File: src/rtl/modulator_pkg.sv
// ============================================================================
// Module  : modulator_pkg
// Brief   : Shared widths and frame-layout offsets for the AM/FM modulator
//           configuration path.
// Revision: 1.0 - initial release
// ============================================================================
`default_nettype none

package modulator_pkg;

    localparam int W_CTRL  = 8;
    localparam int W_FREC  = 24;
    localparam int W_IM    = 16;
    localparam int NBYTES  = 11;
    localparam int FRAME_W = 88;

    // Frame layout, first byte on the link occupies the top of the frame
    localparam int CTRL_MSB = 87;
    localparam int CTRL_LSB = 80;
    localparam int FMOD_MSB = 79;
    localparam int FMOD_LSB = 56;
    localparam int FPOR_MSB = 55;
    localparam int FPOR_LSB = 32;
    localparam int AM_MSB   = 31;
    localparam int AM_LSB   = 16;
    localparam int FM_MSB   = 15;
    localparam int FM_LSB   = 0;

    typedef logic [FRAME_W-1:0] frame_t;

endpackage

`default_nettype wire

File: src/rtl/byte_shift_chain.sv
// ============================================================================
// Module  : byte_shift_chain
// Brief   : NBYTES x DW register chain with parallel load and byte shift-in
//           at the LSB end; load has priority over shift.
// Revision: 1.0 - initial release
// ============================================================================
`default_nettype none

module byte_shift_chain #(
    parameter int DW     = 8,
    parameter int NBYTES = 11
) (
    input  logic                   clk,
    input  logic                   rst,
    input  logic                   load_i,
    input  logic [DW*NBYTES-1:0]   load_data_i,
    input  logic                   shift_i,
    input  logic [DW-1:0]          shift_data_i,
    output logic [DW*NBYTES-1:0]   chain_o
);

    localparam int FW = DW * NBYTES;

    logic [FW-1:0] chain_q;
    logic [FW-1:0] chain_d;

    always_comb begin
        chain_d = chain_q;
        if (load_i) begin
            chain_d = load_data_i;
        end else if (shift_i) begin
            chain_d = {chain_q[FW-DW-1:0], shift_data_i};
        end
    end

    always_ff @(posedge clk or negedge rst) begin
        if (!rst) begin
            chain_q <= '0;
        end else begin
            chain_q <= chain_d;
        end
    end

    assign chain_o = chain_q;

endmodule

`default_nettype wire

File: src/rtl/regs_conf.sv
// ============================================================================
// Module  : regs_conf
// Brief   : Configuration register bank between the byte link and the DDS:
//           rx chain -> live config registers -> optional tx readback chain.
//           REGS_CONF_READBACK_EN enables the tx chain; otherwise txdw = 0.
// Revision: 1.0 - initial release
// ============================================================================
`default_nettype none

module regs_conf
    import modulator_pkg::*;
#(
    parameter int DW = 8
) (
    input  logic              clk,
    input  logic              rst,
    input  logic [DW-1:0]     rxdw,
    input  logic              shift_rxregs,
    input  logic              load_confregs,
    input  logic              load_txregs,
    input  logic              shift_txregs,
    output logic [DW-1:0]     txdw,
    output logic [W_CTRL-1:0] r_control,
    output logic [W_FREC-1:0] r_frec_mod,
    output logic [W_FREC-1:0] r_frec_por,
    output logic [W_IM-1:0]   r_im_am,
    output logic [W_IM-1:0]   r_im_fm
);

    frame_t w_rx_chain;
    frame_t conf_q;

    // The rx chain is never parallel-loaded; it only accumulates link bytes.
    byte_shift_chain #(
        .DW     (DW),
        .NBYTES (NBYTES)
    ) u_rx_chain (
        .clk          (clk),
        .rst          (rst),
        .load_i       (1'b0),
        .load_data_i  ('0),
        .shift_i      (shift_rxregs),
        .shift_data_i (rxdw),
        .chain_o      (w_rx_chain)
    );

    always_ff @(posedge clk or negedge rst) begin
        if (!rst) begin
            conf_q <= '0;
        end else if (load_confregs) begin
            conf_q <= w_rx_chain;
        end
    end

    assign r_control  = conf_q[CTRL_MSB:CTRL_LSB];
    assign r_frec_mod = conf_q[FMOD_MSB:FMOD_LSB];
    assign r_frec_por = conf_q[FPOR_MSB:FPOR_LSB];
    assign r_im_am    = conf_q[AM_MSB:AM_LSB];
    assign r_im_fm    = conf_q[FM_MSB:FM_LSB];

`ifdef REGS_CONF_READBACK_EN
    frame_t                    w_tx_chain;
    logic [FRAME_W-DW-1:0]     w_tx_tail_unused;

    byte_shift_chain #(
        .DW     (DW),
        .NBYTES (NBYTES)
    ) u_tx_chain (
        .clk          (clk),
        .rst          (rst),
        .load_i       (load_txregs),
        .load_data_i  (conf_q),
        .shift_i      (shift_txregs),
        .shift_data_i ('0),
        .chain_o      (w_tx_chain)
    );

    // Only the head byte leaves the block; the remainder just queues behind it.
    assign txdw             = w_tx_chain[FRAME_W-1 -: DW];
    assign w_tx_tail_unused = w_tx_chain[FRAME_W-DW-1:0];
`else
    logic w_tx_ctrl_unused;

    assign txdw             = '0;
    assign w_tx_ctrl_unused = load_txregs | shift_txregs;
`endif

endmodule

`default_nettype wire

File: config.mk
export PLATFORM = sky130hd
export DESIGN_NAME = regs_conf
export DESIGN_NICKNAME = d
export VERILOG_FILES = /design/src/rtl/modulator_pkg.sv /design/src/rtl/byte_shift_chain.sv /design/src/rtl/regs_conf.sv
export SDC_FILE = /design/constraint.sdc
export NUM_CORES = 1
export LEC_CHECK = 0
export CAP_MARGIN = 10
export CORE_ASPECT_RATIO = 1.5
export CORE_UTILIZATION = 30
export DETAILED_ROUTE_END_ITERATION = 7
export GPL_ROUTABILITY_DRIVEN = 0
export GPL_TIMING_DRIVEN = 0
export HOLD_SLACK_MARGIN = 0.08
export PLACE_DENSITY = 0.49
export SETUP_SLACK_MARGIN = 0.05
export SLEW_MARGIN = 25
export SYNTH_ARGS = -nofsm -noshare
export SYNTH_HDL_FRONTEND = slang
export SYNTH_SLANG_ARGS = --single-unit
File: constraint.sdc
create_clock -name clk -period 1.7 [get_ports clk]
set_input_delay 0.34 -clock clk [delete_from_list [all_inputs] [get_ports clk]]
set_output_delay 0.34 -clock clk [all_outputs]
set_load 0.02 [all_outputs]
* Yosys cells after proc, flatten, opt, wreduce, memory -nomap -nowiden
Cells that the tools add are included.
** Storage, ports and cells
- Output and inout bits :: 96
- Register bits :: 176
- Word-level logic and storage cells :: 2

* Longest topological paths before layout
Gate-level depths: netlist (run 1).
- Word-level depth :: 0
- Depth in mapped cells :: 4
- Depth with buffers taken out :: 1

* By module
From an unflattened synthesis (run 1), not the netlist that was laid out.
** Second synthesis, totals
- Cell total of the unflattened synthesis :: 576
- Area, all modules :: 7439.6 um2
** By module, submodules not included
- byte_shift_chain :: times used 1, area each 4032.6 um2, sequential area each 2202.1 um2, cells an instance 381
- regs_conf :: times used 1, area each 3407.0 um2, sequential area each 2202.1 um2, cells an instance 195

* Worst setup path after synthesis (run 1)
Ideal clock, no wire load.
- Kind :: in2reg
- From :: in load_confregs
- To :: reg conf_q[65]
- Stages :: 4
- Data arrival time :: 1017 ps
- Path buffers :: 3
- Data required time :: 1575 ps
- Path slack :: 557 ps
- Cells stage by stage :: buf_6 buf_6 buf_6 mux2_4
** RTL lines
- from (decl) :: RTL line regs_conf.sv:19 : input logic load_confregs,
- to (signal assigned) :: RTL line regs_conf.sv:51 : conf_q <= w_rx_chain;
- to (decl) :: RTL line regs_conf.sv:31 : frame_t conf_q;
No word-level cell between the ends.

* Final worst setup path (run 1)
- From :: reg conf_q[46]
- To :: out r_frec_por[14]
** RTL lines
- to (decl) :: RTL line regs_conf.sv:25 : output logic [W_FREC-1:0] r_frec_por,
No word-level cell between the ends.

==> summary by stage, run 1 <==
Outcome
The run finished with clean final reports.

Critical path
For the worst setup path, the data required time is 1360 ps. The number of buffer and inverter stages on the critical path is 1. The slowest stage of the critical path is the dfrtp_1 cell. On the critical path the largest part of the delay comes from flip-flops.

STA classifies the critical path startpoint as a register. The critical path capture point type is a primary output. The endpoint identified for the worst register-to-register timing path is conf_q[25]. The class of the most critical setup path is register to primary output. The arrival time of the worst setup path is 1150 ps.

The cell depth of the worst setup path is 1. The worst reg-to-reg setup slack is approximately 850 ps. The signal on the critical path passes through dlygate4sd2_1. The largest fanout on the critical path is 2. The largest incremental delay on the critical path is around 410 ps. The startpoint identified for the worst register-to-register timing path is u_rx_chain.chain_o[25]. Measured in cells, the most critical reg-to-reg path has a length of 1.

Min path
The path with the worst hold slack has its endpoint at u_rx_chain.chain_o[2]. The path class of the tightest hold or removal check is input pin to register. Along the worst hold path, the cell count comes to 3.

The startpoint identified for the worst hold timing path is shift_rxregs.

Timing
The final-report max-slew violation count is 0. Setup repair after global routing left no endpoint under its margin. On the final layout, the worst hold slack is about 380 ps. The number of hold violations in the final report was 0.

The sum of negative setup slack is 0 ps. The maximum frequency from static timing analysis is 0.672 GHz. Dividing the final minimum period by the clock period gives 87.6%. Clock skew on the completed layout was measured at between 5 and 6 ps.

The final worst-path setup slack is 211 ps. The final setup violation count is 0. For the finished layout, the period the worst path requires is about 1500 ps.

Clocking
The total CTS buffers is 17. After clock tree synthesis, the clock-pin slew on the worst setup and hold paths is roughly 70 ps. The TritonCTS clock tree is yes.

The H-tree depth is 4. In this run the clock root is driven by a clkbuf_16. At the later pin of the worst-skew pair, clock insertion delay measures ~420 ps.

The number of clock sinks is between 150 and 200. Post-CTS timing repair inserted 0 buffers for setup. The clock passes through at most 2 buffers.

Synth
Summing the areas of all xor and xnor instances in the mapped netlist gives 0% of the synthesized area. The average cell area after synthesis is 17.7 um^2. The synthesized netlist devotes 0% of its cell area to compound gates.

The area fraction in and, or, nand and nor cells after synthesis is 0%. By area, the combinational part of the netlist is dominated by multiplexers. The adder-cell share of the synthesized area is 0%. Counting flops and latches in the post-synthesis netlist gives about 180. The total of warnings raised by yosys is 0. The area of the mapped netlist is a little under 7000 um^2. The count of distinct cell types in the synthesized netlist is 7.

After synthesis, flip-flops and latches occupy 65.2% of the total area. The synthesized netlist cell count is between 300 and 400. The mux share of post-synthesis cell area is roughly a third.

Floorplan
The die boundary height is roughly 190 um. The region available for standard cell placement spans roughly 22000 um^2. Measured along the x axis, the die boundary spans ~120 um. The number of I/O pins is between 100 and 150.

Row generation in the floorplan step produced 66 rows. The initial core utilization is a little under a third. The die covers 23100 um^2.

Drt
For this block, the via count after detailed routing is roughly 3500. After detailed routing, the average wire length per cell comes to between 15 and 20 um. The first TritonRoute pass finished after 3 iterations. The final routed DRC violation total is 0. The routed design has roughly 13000 um of wire. The remaining number of nets flagged by the antenna check after routing is 0.

The ratio of routed vias to standard cells is between 4 and 5. After the first detailed-routing iteration, the DRC count stood at between 70 and 80.

Global route
The first global-routing pass estimated between 20000 and 25000 um of wire. Global routing consumed, over all layers together, between 10% and 20% of the routing resources. The via count of the first global-routing pass is roughly 3800. The number of antenna violations at the first check in global routing came to 0. The total grt overflow is 0. The largest net degree at the start of global routing is 70.

Run
The max-capacitance violation count is 0.

Power and ir drop
The power per cell area is about 1700 nW/um^2. The largest vdd supply drop is around 0.73 mV. For this design the static power due to leakage is a little under 4 nW.

Finish
The number of nets at the end of the flow is roughly 520. The layout overhead on the synthesized area is 27.5%. At the end of the flow the core is filled with cells to 39.3%. The number of antenna diodes in the final layout is 0.

Summing all non-filler instances in the final layout gives an area of between 8000 and 9000 um^2. Of the cells placed in the final design, the portion with a size suffix greater than 1 is between 40% and 50%.

Placement
The count of port buffers added during placement is 97. Before CTS, the worst setup slack after placement is approximately 370 ps. The placed standard-cell area is 8150 um^2. Summed over all nets, the half-perimeter wirelength after detailed placement is between 9000 and 10000 um.
## metal layers
metal	wire length, um	up-vias	part of all wire, %	GRT usage [%]
met1	5620	1798	42	15.2
met5	0	-	0	0
met2	7000	65	53	21.0
li1	-	1584	-	-
met4	212	0	1.6	5.35
met3	416	13	3.1	3.05
## power by group
group / leakage, nW / switching [W] / internal [W]
combinational: 1.60 / 0.00182 / 0.00217
sequential: 2.09 / 0.000964 / 0.00565
clock: 0.264 / 0.00162 / 0.00207
## per-stage QoR
step / cells / power (W)
after floorplan: 388 / 0.00911
after global placement: 757 / 0.0113
after detailed placement: 759 / 0.0114
after CTS: 792 / 0.0146
after global routing: 792 / 0.0152
final: 792 / 0.0143
## cell usage in the layout, fill, tap and decap left out
cell             Yosys  final
dfrtp_1            176    176
mux2_2             136    136
dlygate4sd2_1        0     88
mux2_4              40     40
clkbuf_16            0     17
buf_2               12     12
buf_6                8      8
buf_4                8      8
conb_1               1      8
clkdlybuf4s50_1      0      8
clkbuf_1             0      3
inv_6                0      3
clkinvlp_4           0      3
clkinv_4             0      2
clkinv_2             0      2
buf_16               0      2
bufinv_16            0      1
clkbuf_8             0      1
dlygate4sd3_1        0      1
buf_8                0      1
## kinds of logic (layout without fill, tap and decap cells)
group                  Yosys count  in the layout
muxes                          176            176
buffers and inverters           28            160
DFF                            176            176
other                            1              8
## synthesized netlist by cell type
library cell  number  area (um^2)
buf_2             12         60.1
buf_4              8         60.1
buf_6              8         90.1
conb_1             1         3.75
dfrtp_1          176         4400
mux2_2           136         1530
mux2_4            40          601
## registers in the layout, summed over array words and instances, names as in the netlist
name,flops
conf_q,88
u_rx_chain.chain_o,88
## worst max path at each step
stage                     slack, ps             end     startpoint
after floorplan                 560      conf_q[65]  load_confregs
after global placement        -6940      conf_q[41]            rst
after detailed placement        370     r_im_fm[12]     conf_q[12]
after CTS                       180      r_im_am[1]     conf_q[17]
after global routing            150      r_im_am[1]     conf_q[17]
final                           210  r_frec_por[14]     conf_q[46]
## area by class of cell
type                       count  area [um^2]
buffer                        28          210
clock buffer                  21          450
clock inverter                11          106
fill                        2052        13300
multi-input combinational    184         2160
sequential                   176         4400
tap                          272          340
timing repair buffer         100          931
## what timing repair did
item                                    CTS  global route
endpoints found under the setup margin   88             0
gates resized for setup                  88             0
endpoints found under the hold margin    54             0
hold buffers                              1             0
No activity file was read; power rests on OpenSTA's default activity.
==> inputs of run 2 (changes only) <==
ABC_AREA = 1   (was unset)
CORE_ASPECT_RATIO = 0.5   (was 1.5)
==> summary by stage, run 2 <==
Drt
The vias after detailed routing came to 4970 (was 3460). The routed wire length came to 15800 um (was 13200 um). The first-iteration detailed-routing DRC count was 317 (was 78). The ratio of routed vias to standard cells is 4.17 (was 4.37). The routed length per placed instance was 13.3 um (was 16.7 um).

The remaining number of nets flagged by the antenna check after routing was 0 (unchanged). The final routed DRC violation total came to 0 (unchanged). The length of the first detailed-routing pass in iterations is 4 (was 3).

Timing
The clock skew is 10.7 ps (was 5.78 ps). The time the final worst path needs with I/O delays and setup is 1500 ps (was 1490 ps). The number of hold violations in the final report is 0 (unchanged). The share of the clock period used by the worst path after layout is 88.0% (was 87.6%). The sum of negative setup slack is 0 ps (unchanged).

Setup repair after global routing missed its margin: false (unchanged). The final worst-path setup slack is 204 ps (was 211 ps). The maximum frequency from static timing analysis is 0.668 GHz (was 0.672 GHz).

The worst-case hold slack is 390 ps (was 377 ps). The final setup violation count was 0 (unchanged). The final-report max-slew violation count is 0 (unchanged).

Critical path
The library cell contributing the largest single delay on the critical path is dfrtp_1 (unchanged). The largest fanout on the critical path is 2 (unchanged). The required time at the worst-slack endpoint is 1360 ps (about the same). The arrival time of the worst setup path came to 1160 ps (was 1150 ps).

The largest incremental delay on the critical path was 410 ps (about the same). The family of cells with the greatest summed delay on the critical path was flip-flops (unchanged). The sort of element at the start of the critical path is a register (unchanged). The number of buffer and inverter stages on the critical path came to 1 (unchanged). The critical path capture point type is a primary output (unchanged).

Cells along the critical path: dlygate4sd2_1 (unchanged). The class of the most critical setup path is register to primary output (unchanged).

Global route
The via count of the first global-routing pass came to 5151 (was 3763). The first-pass GRT wire length is 26700 um (was 21900 um). The total global routing track utilization was 15.1% (was 12.5%). The largest net degree at the start of global routing is 73 (was 70). The total grt overflow came to 0 (unchanged).

The number of antenna violations at the first check in global routing came to 0 (unchanged).

Placement
The final HPWL from detailed placement is 10900 um (was 9540 um). The placement-stage worst setup slack is 373 ps (about the same). The count of port buffers added during placement was 97 (unchanged). The placed standard-cell area is 8150 um^2 (about the same).

Floorplan
The core area was 21800 um^2 (was 21900 um^2). The site row count is 38 (was 66). The die boundary height came to 108 um (was 186 um). The initial core utilization is 30.8% (about the same).

The die extent in x was 214 um (was 124 um). The total die area is 23000 um^2 (was 23100 um^2). The number of I/O pins was 110 (unchanged).

Clocking
The clock latency of the later-clocked register in the worst-skew pair is 420 ps (about the same). The CTS root buffer was clkbuf_16 (unchanged). The maximum number of buffers from clock root to sink is 2 (unchanged). The total CTS buffers was 17 (unchanged).

The TritonCTS clock tree is yes (unchanged). The H-tree depth is 4 (unchanged). The clock transition at the registers of the reported paths came to 80 ps (was 70 ps).

The number of clock sinks is 176 (unchanged). The post-CTS setup buffer count is 0 (unchanged).

Finish
The final non-filler cell area is 8650 um^2 (was 8600 um^2). The layout overhead on the synthesized area is 28.8% (was 27.5%). The number of nets at the end of the flow is 893 (was 521).

The number of fillers in the final layout was 2276 (was 2052). The number of inserted diodes came to 0 (unchanged). The area of all sequential standard cells came to 4400 um^2 (unchanged). The most common cell after layout, fill and taps aside was nand2_1 (was dfrtp_1). Commonest cells after routing, fill and taps aside: nand2_1 (528), dfrtp_1 (176), dlygate4sd2_1 (88), buf_2 (24), clkbuf_16 (17) (was dfrtp_1 (176), mux2_2 (136), dlygate4sd2_1 (88), mux2_4 (40), clkbuf_16 (17)).

The area used by multi-input combinational logic is 2010 um^2 (was 2160 um^2). The share of layout cells above drive strength 1 is 9.20% (was 45.4%).

Power and ir drop
The power per cell area was 1260 nW/um^2 (was 1660 nW/um^2). The overall power of the completed layout was 0.0109 W (was 0.0143 W). The leakage power of the design was 5.01 nW (was 3.96 nW). The largest vdd supply drop came to 0.563 mV (was 0.734 mV).

Min path
The path category of the worst min-delay check is input pin to register (unchanged).

Synth
Most frequent cells after synthesis: nand2_1 (528), dfrtp_1 (176), buf_2 (24) (was dfrtp_1 (176), mux2_2 (136), mux2_4 (40)). The average cell area after synthesis is 8.92 um^2 (was 17.7 um^2). The cell type contributing the most total cell area after synthesis is dfrtp_1 (unchanged). The async set or reset register ratio after synthesis was 100% (unchanged). The count of distinct cell types in the synthesized netlist is 7 (unchanged).

The register bit count reported by yosys was 176 (unchanged). The area of the mapped netlist was 6710 um^2 (was 6750 um^2). The total of warnings raised by yosys was 0 (unchanged). The number of enable flip-flop cells after synthesis is 0 (unchanged). The most instantiated library cell after synthesis is nand2_1 (was dfrtp_1). Top cells by area, synth: dfrtp_1 (66%), nand2_1 (30%), buf_2 (1.8%), buf_4 (1.7%), buf_6 (1.2%) (was dfrtp_1 (65%), mux2_2 (23%), mux2_4 (8.9%), buf_6 (1.3%), buf_2 (0.89%)). The synthesized netlist cell count is 753 (was 381). The sequential fraction of the synthesis area is 65.6% (was 65.2%). The main flop type after synthesis is dfrtp_1 (unchanged). The area share of the largest cell type after synthesis was 65.6% (was 65.2%).

Outcome
Run status: finished, final reports clean (unchanged).

Run
The max-capacitance violation count came to 0 (unchanged).
[run 2: worst paths after layout]
| path | start | end | slack, ps | cells after the start |
|---|---|---|---|---|
| min in group asynchronous | rst | conf_q[17] | 420 | 2 |
| hold reg to reg | conf_q[0] | conf_q[0] | 470 | 2 |
| setup reg to reg | u_rx_chain.chain_o[49] | u_rx_chain.chain_o[57] | 1010 | 2 |
| max in group asynchronous | rst | conf_q[73] | 300 | 4 |
| setup / recovery | conf_q[12] | r_im_fm[12] | 200 | 1 |
| hold / removal | shift_rxregs | u_rx_chain.chain_o[10] | 390 | 4 |
[run 2: routing by layer]
metal | GRT usage [%] | vias up | routed length (um)
met2 | 23.6 | 60 | 7210
met3 | 2.71 | 8 | 467
li1 | - | 2493 | -
met4 | 4.49 | 0 | 134
met5 | 0 | - | 0
met1 | 21.3 | 2409 | 7990
[run 2: report_power, final]
group	switching [W]	internal, W	total, W
combinational	0.00107	0.000633	0.00171
sequential	0.000420	0.00479	0.00521
clock	0.00174	0.00228	0.00402
[run 2: cell families (layout without fill, tap and decap cells)]
family                 after synthesis  count (layout)  share of synthesized area, %
flip-flops                         176             176                          65.6
other                                1               8                        0.0559
buffers and inverters               48             179                          4.83
AND/OR/NAND/NOR                    528             528                          29.5
[run 2: through the flow]
| step | util (%) | std cells |
|---|---|---|
| floorplan | - | 760 |
| global route | 39.6 | 1191 |
| finish | 39.6 | 1191 |
| CTS | 39.6 | 1191 |
| global placement | 37.1 | 1157 |
| detailed placement | 37.3 | 1159 |
[run 2: final cells by class]
class                   count  share of cell area, %
well taps                 300                   4.34
flip-flops and latches    176                   50.9
inverters                   2                  0.145
plain buffers              46                   3.60
repair buffers            100                   10.8
multi-input cells         536                   23.3
clock buffers              19                   5.24
clock inverters            12                   1.71
[run 2: timing repair]
action / CTS / global route
endpoints found under the hold margin: 48 / 0
endpoints found under the setup margin: 88 / 0
gates resized for setup: 88 / 0
hold buffers: 1 / 0
==> inputs of run 3 (changes only) <==
PLACE_DENSITY = unset   (was 0.49)
clock period = 1.4 ns   (was 1.7 ns; I/O delays follow)
==> summary by stage, run 3 (synthesis results as in run 2) <==
Power and ir drop
The leakage power of the design was 4.81 nW (was 5.01 nW). The power dissipated by switching net loads is 0.00399 W (was 0.00324 W). The largest vdd supply drop came to 0.659 mV (was 0.563 mV). The clock share of power is 36.2% (was 36.7%). The net switching fraction of the power is 30.6% (was 29.6%).

The sequential share of power is 48.7% (was 47.6%). The power per cell area is 1570 nW/um^2 (was 1260 nW/um^2). The internal power summed over all cells is 0.00902 W (was 0.00770 W).

The combinational cell fraction of total power is 15.2% (was 15.6%).

Finish
The most common cell after layout, fill and taps aside is nand2_1 (unchanged). The share of layout cells above drive strength 1 was 19.1% (was 9.20%). The number of nets at the end of the flow is 891 (was 893). The number of fillers in the final layout is 2244 (was 2276). Commonest cells after routing, fill and taps aside: nand2_1 (528), dfrtp_1 (176), buf_2 (112), clkbuf_16 (17), buf_4 (15) (was nand2_1 (528), dfrtp_1 (176), dlygate4sd2_1 (88), buf_2 (24), clkbuf_16 (17)). The number of non-filler instances in the completed layout was 1190 (was 1191). The fraction of the core area covered by cells at the end of the flow is 37.9% (was 39.6%). The layout overhead on the synthesized area was 23.1% (was 28.8%).

The number of inserted diodes is 0 (unchanged). The final non-filler cell area is 8270 um^2 (was 8650 um^2).

Timing
The routed design could run at a clock period as short as 1260 ps. Setup repair after global routing missed its margin: false (unchanged). The sum of negative setup slack is 0 ps (unchanged).

Dividing the final minimum period by the clock period gives between 90 and 100%. The maximum frequency from static timing analysis is 0.793 GHz. The final-report max-slew violation count is 0 (unchanged). The worst-case hold slack is -148 ps (was 390 ps). The clock skew is 13.4 ps (was 10.7 ps).

The final setup violation count was 0 (unchanged). The transition at the pin with the smallest max-transition slack is ~640 ps. The relative max-transition margin is roughly 58%.

The final worst-path setup slack is 139 ps (was 204 ps). The number of hold violations in the final report is 82 (was 0).

Critical path
The critical path capture point type is a primary output (unchanged). Cells along the critical path: buf_2 (was dlygate4sd2_1). The sort of element at the start of the critical path is a register (unchanged). The largest incremental delay on the critical path is 400 ps (was 410 ps). The largest fanout on the critical path is 2 (unchanged).

The class of the most critical setup path is register to primary output (unchanged). The family of cells with the greatest summed delay on the critical path was flip-flops (unchanged). The number of buffer and inverter stages on the critical path is 1 (unchanged). The required time at the worst-slack endpoint is 1120 ps (was 1360 ps).

The worst reg-to-reg setup slack is 720 ps (was 1010 ps). The arrival time of the worst setup path came to 980 ps (was 1160 ps). The library cell contributing the largest single delay on the critical path is dfrtp_1 (unchanged).

Drt
The detailed route wirelength on metal3 came to 478 um (was 467 um). The post-route met1 wirelength came to 7340 um (was 7990 um). The topmost layer with routed signal wires is met4 (unchanged).

The length of the first detailed-routing pass in iterations is 5 (was 4). The final routed DRC violation total is 0 (unchanged). The vias after detailed routing is 4975 (was 4970). The routed wire length was 15100 um (was 15800 um). The remaining number of nets flagged by the antenna check after routing is 0 (unchanged). The first-iteration detailed-routing DRC count came to 321 (was 317). The met2 routed wirelength came to 7210 um (about the same). The routed length per placed instance is 12.7 um (was 13.3 um). The ratio of routed vias to standard cells is 4.18 (was 4.17).

Global route
The via count of the first global-routing pass is 5072 (was 5151). The total grt overflow is 0 (unchanged). The largest net degree at the start of global routing is 95 (was 73). The first-pass GRT wire length was 25600 um (was 26700 um). The total global routing track utilization was 14.3% (was 15.1%). The number of antenna violations at the first check in global routing was 0 (unchanged).

Placement
The placed standard-cell area is 8120 um^2 (was 8150 um^2). The final HPWL from detailed placement is 10700 um (was 10900 um). The number of placed instances with taps included is 1158 (was 1159).

The placement-stage worst setup slack is 134 ps (was 373 ps). The count of port buffers added during placement is 97 (unchanged).

Min path
The path category of the worst min-delay check was input pin to asynchronous set/reset pin (was input pin to register).

Clocking
The H-tree depth is 4 (unchanged). The clock latency of the later-clocked register in the worst-skew pair is 420 ps (about the same). The number of clock sinks was 176 (unchanged). The CTS root buffer was clkbuf_16 (unchanged).

The total CTS buffers is 17 (unchanged). The post-CTS setup buffer count came to 0 (unchanged). The TritonCTS clock tree was yes (unchanged).

The clock transition at the registers of the reported paths is 80 ps (about the same). The maximum number of buffers from clock root to sink is 2 (unchanged).

Floorplan
The core area is 21800 um^2 (unchanged). The die extent in x is 214 um (unchanged). The total die area is 23000 um^2 (unchanged). The number of I/O pins is 110 (unchanged). The die boundary height came to 108 um (unchanged). The site row count is 38 (unchanged). The initial core utilization is 30.8% (unchanged).

Outcome
Run status: finished with violations (was finished, final reports clean). The final reports fail on hold timing.

Run
The max-capacitance violation count came to 0 (unchanged).
run 3: changes by cell type in the layout (fill, tap and decap cells not counted), sizes merged:
cell         change
dlygate4sd3      -1
bufinv           -1
dlygate4sd2     -88
clkbuf           -2
clkinvlp         -2
clkinv           +2
inv              +4
buf             +87
run 3: path summary, 6_finish.rpt:
check	startpoint	endpoint	cells after the start
worst max-delay path	conf_q[78]	r_frec_mod[22]	1
worst min-delay path	rst	conf_q[59]	1
worst max register to register	u_rx_chain.chain_o[69]	conf_q[69]	2
worst min register to register	conf_q[31]	conf_q[31]	2
max in group asynchronous	rst	u_rx_chain.chain_o[14]	2
min in group clk	shift_rxregs	u_rx_chain.chain_o[87]	4
run 3: timing repair:
item | CTS | global route
endpoints found under the hold margin | 82 | 82
resized for setup | 336 | 19
pin swaps | 0 | 0
endpoints found under the setup margin | 88 | 19
run 3: routing by layer:
layer,up-vias,track usage [%]
li1,2504,-
met1,2406,19.3
met2,57,22.9
met3,8,3.03
met4,0,4.49
met5,-,0
run 3: power groups by stage:
stage / logic (W) / clock network [W] / registers, W
after floorplan: 0.000780 / 0 / 0.00677
after global placement: 0.00234 / 0 / 0.00643
after detailed placement: 0.00238 / 0 / 0.00645
after CTS: 0.00208 / 0.00482 / 0.00635
after global routing: 0.00223 / 0.00505 / 0.00644
final: 0.00197 / 0.00471 / 0.00633
run 3: cell type report:
class,instances,area (um^2),area share (%)
Sequential cell,176,4400,53.3
Inverter,2,12.5,0.151
Multi-Input combinational cell,536,2010,24.3
Buffer,46,312,3.77
Timing Repair Buffer,98,563,6.81
Clock inverter,15,164,1.98
Tap cell,300,375,4.54
Clock buffer,17,425,5.15
run 3: per-stage QoR:
stage	hold slack [ps]	power (W)
6_report	-148	0.0130
5_1_grt	-95.1	0.0137
4_1_cts	-121	0.0132
3_5_place_dp	324	0.00883
3_3_place_gp	458	0.00878
2_1_floorplan	-15.6	0.00755
